$ cat src/rtl/alu_mdu_control.sv
// EX-stage ALU control decode plus an iterative multiply/divide unit with HI/LO.
// The MDU stalls the pipeline for MDU ops while it iterates.
module alu_mdu_control #(
    parameter int WIDTH = 32,
    parameter int CNT_W = 6
) (
    input  logic             clk,
    input  logic             reset,
    input  logic             valid_i,
    input  logic [1:0]       alu_op_i,
    input  logic [5:0]       funct_i,
    input  logic [WIDTH-1:0] a_i,
    input  logic [WIDTH-1:0] b_i,
    output logic [3:0]       alucontrol_o,
    output logic             jr_o,
    output logic             sign_o,
    output logic [1:0]       result_sel_o,
    output logic             stall_o,
    output logic             busy_o,
    output logic [WIDTH-1:0] hi_o,
    output logic [WIDTH-1:0] lo_o
);
    // state | meaning
    // IDLE  | ready; accepts MDU issue and MTHI/MTLO
    // MUL   | shift-add, one multiplier bit per cycle
    // DIV   | restoring divide, one quotient bit per cycle
    // FIX   | sign correction, HI/LO written on exit
    typedef enum logic [1:0] {S_IDLE, S_MUL, S_DIV, S_FIX} state_t;

    localparam logic [5:0] F_SLL   = 6'd0;
    localparam logic [5:0] F_JR    = 6'd8;
    localparam logic [5:0] F_MFHI  = 6'd16;
    localparam logic [5:0] F_MTHI  = 6'd17;
    localparam logic [5:0] F_MFLO  = 6'd18;
    localparam logic [5:0] F_MTLO  = 6'd19;
    localparam logic [5:0] F_MULT  = 6'd24;
    localparam logic [5:0] F_MULTU = 6'd25;
    localparam logic [5:0] F_DIV   = 6'd26;
    localparam logic [5:0] F_DIVU  = 6'd27;
    localparam logic [5:0] F_ADD   = 6'd32;
    localparam logic [5:0] F_SUB   = 6'd34;
    localparam logic [5:0] F_AND   = 6'd36;
    localparam logic [5:0] F_NOR   = 6'd39;
    localparam logic [5:0] F_SLT   = 6'd42;
    localparam logic [CNT_W-1:0] CNT_LAST = CNT_W'(WIDTH - 1);

    state_t             state_q, state_d;
    logic [CNT_W-1:0]   cnt_q;
    logic [2*WIDTH-1:0] acc_q;
    logic [WIDTH-1:0]   mcand_q;
    logic               neg_res_q, neg_rem_q, dz_q;
    logic [WIDTH-1:0]   hi_q, lo_q;

    logic is_r, op_mult, op_div, op_mt, is_mdu, issue, signed_op, a_neg, b_neg, b_zero;
    logic [WIDTH-1:0]   abs_a, abs_b;

    always_comb begin
        alucontrol_o = 4'b0010;
        case (alu_op_i)
            2'b00: alucontrol_o = 4'b0010;
            2'b01: alucontrol_o = 4'b0110;
            2'b11: alucontrol_o = 4'b0000;
            default: begin
                case (funct_i)
                    F_ADD:   alucontrol_o = 4'b0010;
                    F_SUB:   alucontrol_o = 4'b0110;
                    F_AND:   alucontrol_o = 4'b0000;
                    F_NOR:   alucontrol_o = 4'b1100;
                    F_SLT:   alucontrol_o = 4'b0111;
                    F_SLL:   alucontrol_o = 4'b0011;
                    default: alucontrol_o = 4'b0010;
                endcase
            end
        endcase
    end

    assign is_r    = (alu_op_i == 2'b10);
    assign jr_o    = is_r && (funct_i == F_JR);
    assign sign_o  = (alu_op_i != 2'b11);
    assign op_mult = is_r && (funct_i == F_MULT || funct_i == F_MULTU);
    assign op_div  = is_r && (funct_i == F_DIV || funct_i == F_DIVU);
    assign op_mt   = is_r && (funct_i == F_MTHI || funct_i == F_MTLO);
    assign is_mdu  = op_mult || op_div || op_mt ||
                     (is_r && (funct_i == F_MFHI || funct_i == F_MFLO));

    always_comb begin
        result_sel_o = 2'b00;
        if (is_r && funct_i == F_MFHI) result_sel_o = 2'b01;
        else if (is_r && funct_i == F_MFLO) result_sel_o = 2'b10;
    end

    assign stall_o   = valid_i && busy_o && is_mdu;
    assign issue     = (state_q == S_IDLE) && valid_i && !stall_o && (op_mult || op_div);
    // MULT and DIV have an even funct; the unsigned forms are odd.
    assign signed_op = !funct_i[0];
    assign a_neg     = signed_op && a_i[WIDTH-1];
    assign b_neg     = signed_op && b_i[WIDTH-1];
    assign abs_a     = a_neg ? -a_i : a_i;
    assign abs_b     = b_neg ? -b_i : b_i;
    assign b_zero    = (b_i == '0);

    always_ff @(posedge clk or posedge reset) begin
        if (reset) state_q <= S_IDLE;
        else       state_q <= state_d;
    end

    always_comb begin
        state_d = state_q;
        case (state_q)
            S_IDLE: if (issue) state_d = op_mult ? S_MUL : (b_zero ? S_FIX : S_DIV);
            S_MUL:  if (cnt_q == CNT_LAST) state_d = S_FIX;
            S_DIV:  if (cnt_q == CNT_LAST) state_d = S_FIX;
            default: state_d = S_IDLE;
        endcase
    end

    always_comb begin
        busy_o = (state_q != S_IDLE);
    end

    logic [WIDTH:0]     mul_sum, div_shift, div_trial;
    logic [2*WIDTH-1:0] mul_next, div_next, prod_fix;
    logic [WIDTH-1:0]   quo_fix, rem_fix;

    always_comb begin
        mul_sum   = {1'b0, acc_q[2*WIDTH-1:WIDTH]} + (acc_q[0] ? {1'b0, mcand_q} : '0);
        mul_next  = {mul_sum, acc_q[WIDTH-1:1]};
        div_shift = {acc_q[2*WIDTH-1:WIDTH], acc_q[WIDTH-1]};
        div_trial = div_shift - {1'b0, mcand_q};
        // Borrow out of the trial subtract means the divisor did not fit: restore.
        if (div_trial[WIDTH]) div_next = {div_shift[WIDTH-1:0], acc_q[WIDTH-2:0], 1'b0};
        else                  div_next = {div_trial[WIDTH-1:0], acc_q[WIDTH-2:0], 1'b1};
        prod_fix = neg_res_q ? -acc_q : acc_q;
        quo_fix  = dz_q ? '1 : (neg_res_q ? -acc_q[WIDTH-1:0] : acc_q[WIDTH-1:0]);
        rem_fix  = neg_rem_q ? -acc_q[2*WIDTH-1:WIDTH] : acc_q[2*WIDTH-1:WIDTH];
    end

    logic is_div_q;

    always_ff @(posedge clk or posedge reset) begin
        if (reset) begin
            cnt_q     <= '0;
            acc_q     <= '0;
            mcand_q   <= '0;
            neg_res_q <= 1'b0;
            neg_rem_q <= 1'b0;
            dz_q      <= 1'b0;
            is_div_q  <= 1'b0;
            hi_q      <= '0;
            lo_q      <= '0;
        end else begin
            case (state_q)
                S_IDLE: begin
                    if (issue) begin
                        cnt_q     <= '0;
                        mcand_q   <= abs_b;
                        // Divide by zero preloads remainder=|a| so FIX restores a's sign.
                        acc_q     <= (op_div && b_zero) ? {abs_a, {WIDTH{1'b1}}} : {{WIDTH{1'b0}}, abs_a};
                        neg_res_q <= a_neg ^ b_neg;
                        neg_rem_q <= a_neg;
                        dz_q      <= op_div && b_zero;
                        is_div_q  <= op_div;
                    end else if (valid_i && op_mt) begin
                        if (funct_i == F_MTHI) hi_q <= a_i;
                        else                   lo_q <= a_i;
                    end
                end
                S_MUL: begin
                    acc_q <= mul_next;
                    cnt_q <= cnt_q + 1'b1;
                end
                S_DIV: begin
                    acc_q <= div_next;
                    cnt_q <= cnt_q + 1'b1;
                end
                default: begin
                    if (is_div_q) begin
                        hi_q <= rem_fix;
                        lo_q <= quo_fix;
                    end else begin
                        hi_q <= prod_fix[2*WIDTH-1:WIDTH];
                        lo_q <= prod_fix[WIDTH-1:0];
                    end
                end
            endcase
        end
    end

    assign hi_o = hi_q;
    assign lo_o = lo_q;

endmodule

$ cat config.mk
export PLATFORM = sky130hd
export DESIGN_NAME = alu_mdu_control
export DESIGN_NICKNAME = d
export VERILOG_FILES = /design/src/rtl/alu_mdu_control.sv
export SDC_FILE = /design/constraint.sdc
export NUM_CORES = 1
export LEC_CHECK = 0
export BUFFER_PORTS_ARGS = -buffer_cell sky130_fd_sc_hd__clkbuf_2
export CAP_MARGIN = 40
export CORE_MARGIN = 2
export CORE_UTILIZATION = 60
export CTS_CLUSTER_SIZE = 40
export DETAILED_ROUTE_END_ITERATION = 7
export GPL_TIMING_DRIVEN = 0
export MAX_ROUTING_LAYER = met4
export PLACE_DENSITY = 0.81
export SYNTH_ARGS = -nofsm -noshare
export SYNTH_HDL_FRONTEND = slang
export SYNTH_SLANG_ARGS = --single-unit
$ cat constraint.sdc
create_clock -name clk -period 6.4 [get_ports clk]
set_input_delay 0.64 -clock clk [delete_from_list [all_inputs] [get_ports clk]]
set_output_delay 0.64 -clock clk [all_outputs]
set_load 0.02 [all_outputs]
Word-level counts from Yosys, hierarchy flattened
Index checks and enable logic that the tools add are counted.
{"block": "totals", "register_bits": 172, "in_bits": 75, "output_inout_bits": 74, "wordCells": 117}
{"block": "classes", "addsub": 8, "n_eq_ne": 26, "muxes": 32, "bitwise_logic": 2, "reduce_logical": 39}
{"operator": "32-bit two-way mux", "n": 14}
{"operator": "64-bit two-way mux", "n": 4}
{"operator": "64-bit case mux with 3 select lines", "n": 1}
{"operator": "32-bit negator", "n": 4}
{"operator": "32-bit case mux with 2 select lines", "n": 2}
{"operator": "64-bit negator", "n": 1}
{"operator": "6-bit by 5-bit equality test with 1-bit output (second input constant)", "n": 9}
{"operator": "32-bit by 32-bit adder with 33-bit output", "n": 1}
{"operator": "33-bit by 32-bit subtractor with 33-bit output", "n": 1}
{"operator": "32-bit logical NOT", "n": 1}
{"operator": "6-bit equality test (second input constant)", "n": 4}
{"operator": "4-bit case mux with 5 select lines", "n": 1}
{"operator": "1-bit logical AND", "n": 16}
{"operator": "4-bit case mux with 3 select lines", "n": 1}
{"operator": "6-bit case mux with 2 select lines", "n": 1}
{"operator": "2-bit two-way mux", "n": 5}
{"operator": "2-bit != test (second input constant)", "n": 5}
{"operator": "2-bit AND reduction", "n": 4}
{"operator": "4-bit AND reduction", "n": 2}
{"operator": "1-bit logical OR", "n": 7}
{"operator": "6-bit by 1-bit adder with 6-bit output (second input constant)", "n": 1}
{"operator": "2-bit equality test (second input constant)", "n": 3}
{"operator": "6-bit by 4-bit equality test with 1-bit output (second input constant)", "n": 1}
{"operator": "6-bit logical NOT", "n": 1}
{"operator": "12 further kinds", "n": 17}

Logic depth before layout (Yosys ltp)
{"block": "logic_depth", "ltp_word": 12, "mapped_depth": 15, "ltp_nobuf": 14}

Least setup slack after synthesis
OpenSTA, ideal clock, no wires.
{"block": "synth_timing", "kind": "reg2reg", "from": "reg acc_q[0]", "to": "reg hi_q[22] (netlist: hi_o[22])", "setup_ns": 0.130, "arrival_ns": 3.215, "t_required_ns": 6.270, "slack_ns": 3.055, "path_stages_with_launch": 14, "path_buffers": 1, "synth_period_minus_slack_ns": 3.345, "cell_sequence": "dfrtp_1 inv_1 clkbuf_1 ha_1 or4b_4 or3_4 nand4b_4 or2_1 o21a_1 o21ai_1 o21ai_1 xor2_1 mux2i_1 o21ai_1"}
{"block": "synth_between", "elab_chain_len": 4}
{"item": "from (decl)", "line": "49", "source": "logic [2*WIDTH-1:0] acc_q;"}
{"item": "from (signal assigned)", "line": "158", "source": "acc_q <= (op_div && b_zero) ? {abs_a, {WIDTH{1'b1}}} : {{WIDTH{1'b0}}, abs_a};"}
{"item": "from (signal assigned)", "line": "169", "source": "acc_q <= mul_next;"}
{"item": "from (signal assigned)", "line": "173", "source": "acc_q <= div_next;"}
{"item": "64-bit negator", "line": "133", "source": "prod_fix = neg_res_q ? -acc_q : acc_q;"}
{"item": "64-bit two-way mux", "line": "133"}
{"item": "32-bit two-way mux", "line": "177", "source": "if (is_div_q) begin"}
{"item": "32-bit case mux with 2 select lines", "line": "152", "source": "case (state_q)"}
{"item": "to (signal assigned)", "line": "164", "source": "if (funct_i == F_MTHI) hi_q <= a_i;"}
{"item": "to (signal assigned)", "line": "178", "source": "hi_q <= rem_fix;"}
{"item": "to (signal assigned)", "line": "181", "source": "hi_q <= prod_fix[2*WIDTH-1:WIDTH];"}
{"item": "to (decl)", "line": "52", "source": "logic [WIDTH-1:0] hi_q, lo_q;"}
No other way between the ends.
A chain may end at the register's enable or synchronous reset.

Final worst setup path
{"block": "layout_timing", "from": "reg acc_q[32]", "to": "reg acc_q[32]"}
{"block": "layout_between", "elab_chain_len": 3, "word_cells_on_any_way": 4, "classes_between": "add/sub (2); mux (2)"}
{"item": "33-bit by 32-bit subtractor with 33-bit output", "line": "129", "source": "div_trial = div_shift - {1'b0, mcand_q};"}
{"item": "64-bit two-way mux", "line": "131", "source": "if (div_trial[WIDTH]) div_next = {div_shift[WIDTH-1:0], acc_q[WIDTH-2:0], 1'b0};"}
{"item": "64-bit case mux with 3 select lines (*)", "line": "152"}
Mark *: on every way between the ends. The rest lies on a longest branch, timed or not.

==> impl_metrics.ini <==
[setup_path]
cp.arrival_ns = 5.37
cp-start-kind = flip-flop
cp.required_ns = 6.69
endpoint = acc_q[32]$_DFFE_PP0P_
worstReg2RegStart = acc_q[32]$_DFFE_PP0P_
ff2ff_setup_slack_ns = 1.32
crit_fanout = 10
crit_path_top_delay_cell = dfrtp_1
crit_path_start = acc_q[32]$_DFFE_PP0P_
slowest_delay_ns = 0.70
ff2ff_path_depth = 12
crit_path_end_kind = flip-flop
path_class = flip-flop to flip-flop
worstPathCellList = inv_1 > fa_1 > nor2b_1 > o211ai_1 > a211oi_2 > o21bai_1 > a2111o_1 > a211o_1 > buf_2 > clkbuf_1 > a2111oi_0 > nor2_1
r2r-end = acc_q[32]$_DFFE_PP0P_

[timing]
fmax_mhz = 196.9
clock_skew_ns = 0.01917
fin_crit_sh = 0.7935
fin_setup_tns_ns = 0
fin_ws_ns = 1.321
hold_ws_ns = 0.2827
slew_viol_final = 0
setup_violations = 0
rsz0062_at_grt = false
tightest_slew_ns = 0.9354
min_period_ns = 5.079
hold_viol = 0
slew_headroom = 0.3698

[routing]
vias_per_cell = 6.645
postRouteAntennaNets = 0
wl_per_cell_um = 23.67
routed_wl_um = 57510
drtPass1Iterations = 8
vias = 16150
drt_iter0_markers = 2249
drc = 3

[global_routing]
grt_pass1_vias = 15200
grt_max_degree = 94
grt_antenna_before_repair = 0
track_usage = 0.4492
grt_first_pass_wirelength_um = 87640
overflow = 0

[yosys]
synthDistinctLibCells = 90
syn_area_per_cell_um2 = 7.748
yosys.area.top_type = dfrtp_1
async_flop_share = 1.000
ys.flop_type = dfrtp_1
yosysWarnings = 0
synth_top_area_frac = 0.2884
syn_nets = 2076
syn_area_mm2 = 0.01492
syn_inst = 1926
synth_area_leaders = dfrtp_1 (29%), nand2_1 (6.2%), ha_1 (6.1%)
synth_enable_flop_cells = 0
yosysSeqAreaShare = 0.2884
synth-seq-cells = 172

[status]
status = finished, violations left
violations = DRC

[finish]
antenna_cells = 0
nFillCells = 2170
stdcell_count = 2430
synthToLayoutAreaGrowth_pct = 11.75
nets = 2244
layout-drive-gt1-share = 0.1144
fin_util = 0.6837
fin_area_mm2 = 0.01668
layout_common_cells = nand2_1 (245), nor2_1 (177), o21ai_0 (174)
final_common_cell = nand2_1

[placed_design]
globalplace.congestion = 1.053
postPlaceCellArea_mm2 = 0.01611
placed_cells = 2399
post-dp-hpwl_um = 45650
io_buffers = 147
post-place-ws_ns = 1.553

[die]
rows = 57
dieArea_mm2 = 0.02615
core_mm2 = 0.02439
fp.dieW_um = 161.7
pin_count = 149
dieHeight_um = 161.7
initial_core_util = 0.6118

[job]
maxCapViolCount = 0

[hold_path]
min_path_type = input pin to async pin

[cts]
postCtsHoldBufs = 0
cts_tree = yes
post-cts-setup-buffers = 0
clk_pin_slew_ns = 0.09
cts_max_level = 4
root_buffer = clkbuf_16
clock_sinks = 172
cts_buffers = 17
clock_latency_ns = 0.46
cts_resized = 0
clockBufferDepth = 2

[power]
max-vdd-ir-drop_uv = 316.9
power_density_mw_per_mm2 = 598.3
power.total_mw = 9.978
leakagePower_nw = 7.341
## worst min path at each step
stage,start,to,cells after the start
after floorplan,mcand_q[16]$_DFFE_PP0P_,mcand_q[16]$_DFFE_PP0P_,2
after global placement,lo_o[19]$_DFFE_PP0P_,lo_o[19]$_DFFE_PP0P_,2
after detailed placement,lo_o[11]$_DFFE_PP0P_,lo_o[11]$_DFFE_PP0P_,2
after CTS,reset,acc_q[32]$_DFFE_PP0P_,2
after global routing,reset,acc_q[32]$_DFFE_PP0P_,2
final,reset,acc_q[32]$_DFFE_PP0P_,2
## cell usage after synthesis (13+ instances only)
cell      instances
inv_1            64
o31ai_1          31
a22oi_1          17
a21o_1           46
o22ai_1          37
ha_1             73
or3_1            18
nand2b_1         21
nor3_1           47
a221oi_1         36
nand3_1          40
a31oi_1          14
xor2_1           71
o21ai_0         174
xnor2_1         102
a21oi_1         147
a211oi_1         25
dfrtp_1         172
and3_1           13
nand2_1         245
nor2_1          177
o21ai_1          14
clkbuf_1        107
## logic make-up (layout without fill, tap and decap cells)
| logic type | count (synthesis) | in the layout | share of synthesized area |
|---|---|---|---|
| muxes | 13 | 13 | 0.008804 |
| adders and majority gates | 75 | 75 | 0.06389 |
| DFF | 172 | 172 | 0.2884 |
| and+or+nand+nor | 657 | 657 | 0.2094 |
| AOI/OAI and AO/OA | 642 | 642 | 0.2770 |
| buffers and inverters | 194 | 374 | 0.05098 |
| xor gates and xnor gates | 173 | 173 | 0.1015 |
## power breakdown
group          internal (mW)  switching [mW]  leakage, nW
registers               1.56           0.542         2.11
clock network          0.518           0.546        0.273
logic                   2.31            4.50         4.96
total                   4.39            5.59         7.34
## worst max-delay path: cells and delay by family (launching register included)
family | cells | cell delay (ns)
flip-flops | 1 | 0.70
buffers and inverters | 3 | 0.90
AND/OR/NAND/NOR | 2 | 0.42
AO/OA/AOI/OAI | 6 | 2.34
adder cells (fa/ha/maj) | 1 | 0.54
## per-layer routing
| layer | track usage | share of wire | vias to the layer above |
|---|---|---|---|
| li1 | - | - | 7307 |
| met1 | 0.5425 | 0.38 | 7587 |
| met2 | 0.7030 | 0.45 | 1005 |
| met3 | 0.1011 | 0.11 | 248 |
| met4 | 0.2426 | 0.066 | 0 |
| met5 | - | 0 | - |
## cell type report
type,instances,area [µm²],area share
Timing Repair Buffer,149,774.5,0.04644
Sequential cell,172,4304,0.2581
Clock buffer,17,425.4,0.02551
Clock inverter,14,140.1,0.008403
Inverter,64,247.7,0.01486
Multi-Input combinational cell,1560,9858,0.5912
Buffer,130,520.5,0.03121
Tap cell,324,405.4,0.02431
## sequential cells by signal (all words and copies together) (netlist names)
name and count:
acc_q 64, cnt_q 6, dz_q 1, hi_o 32
is_div_q 1, lo_o 32, mcand_q 32, neg_rem_q 1
neg_res_q 1, state_q 2
Power figures use the tool's default switching activity.
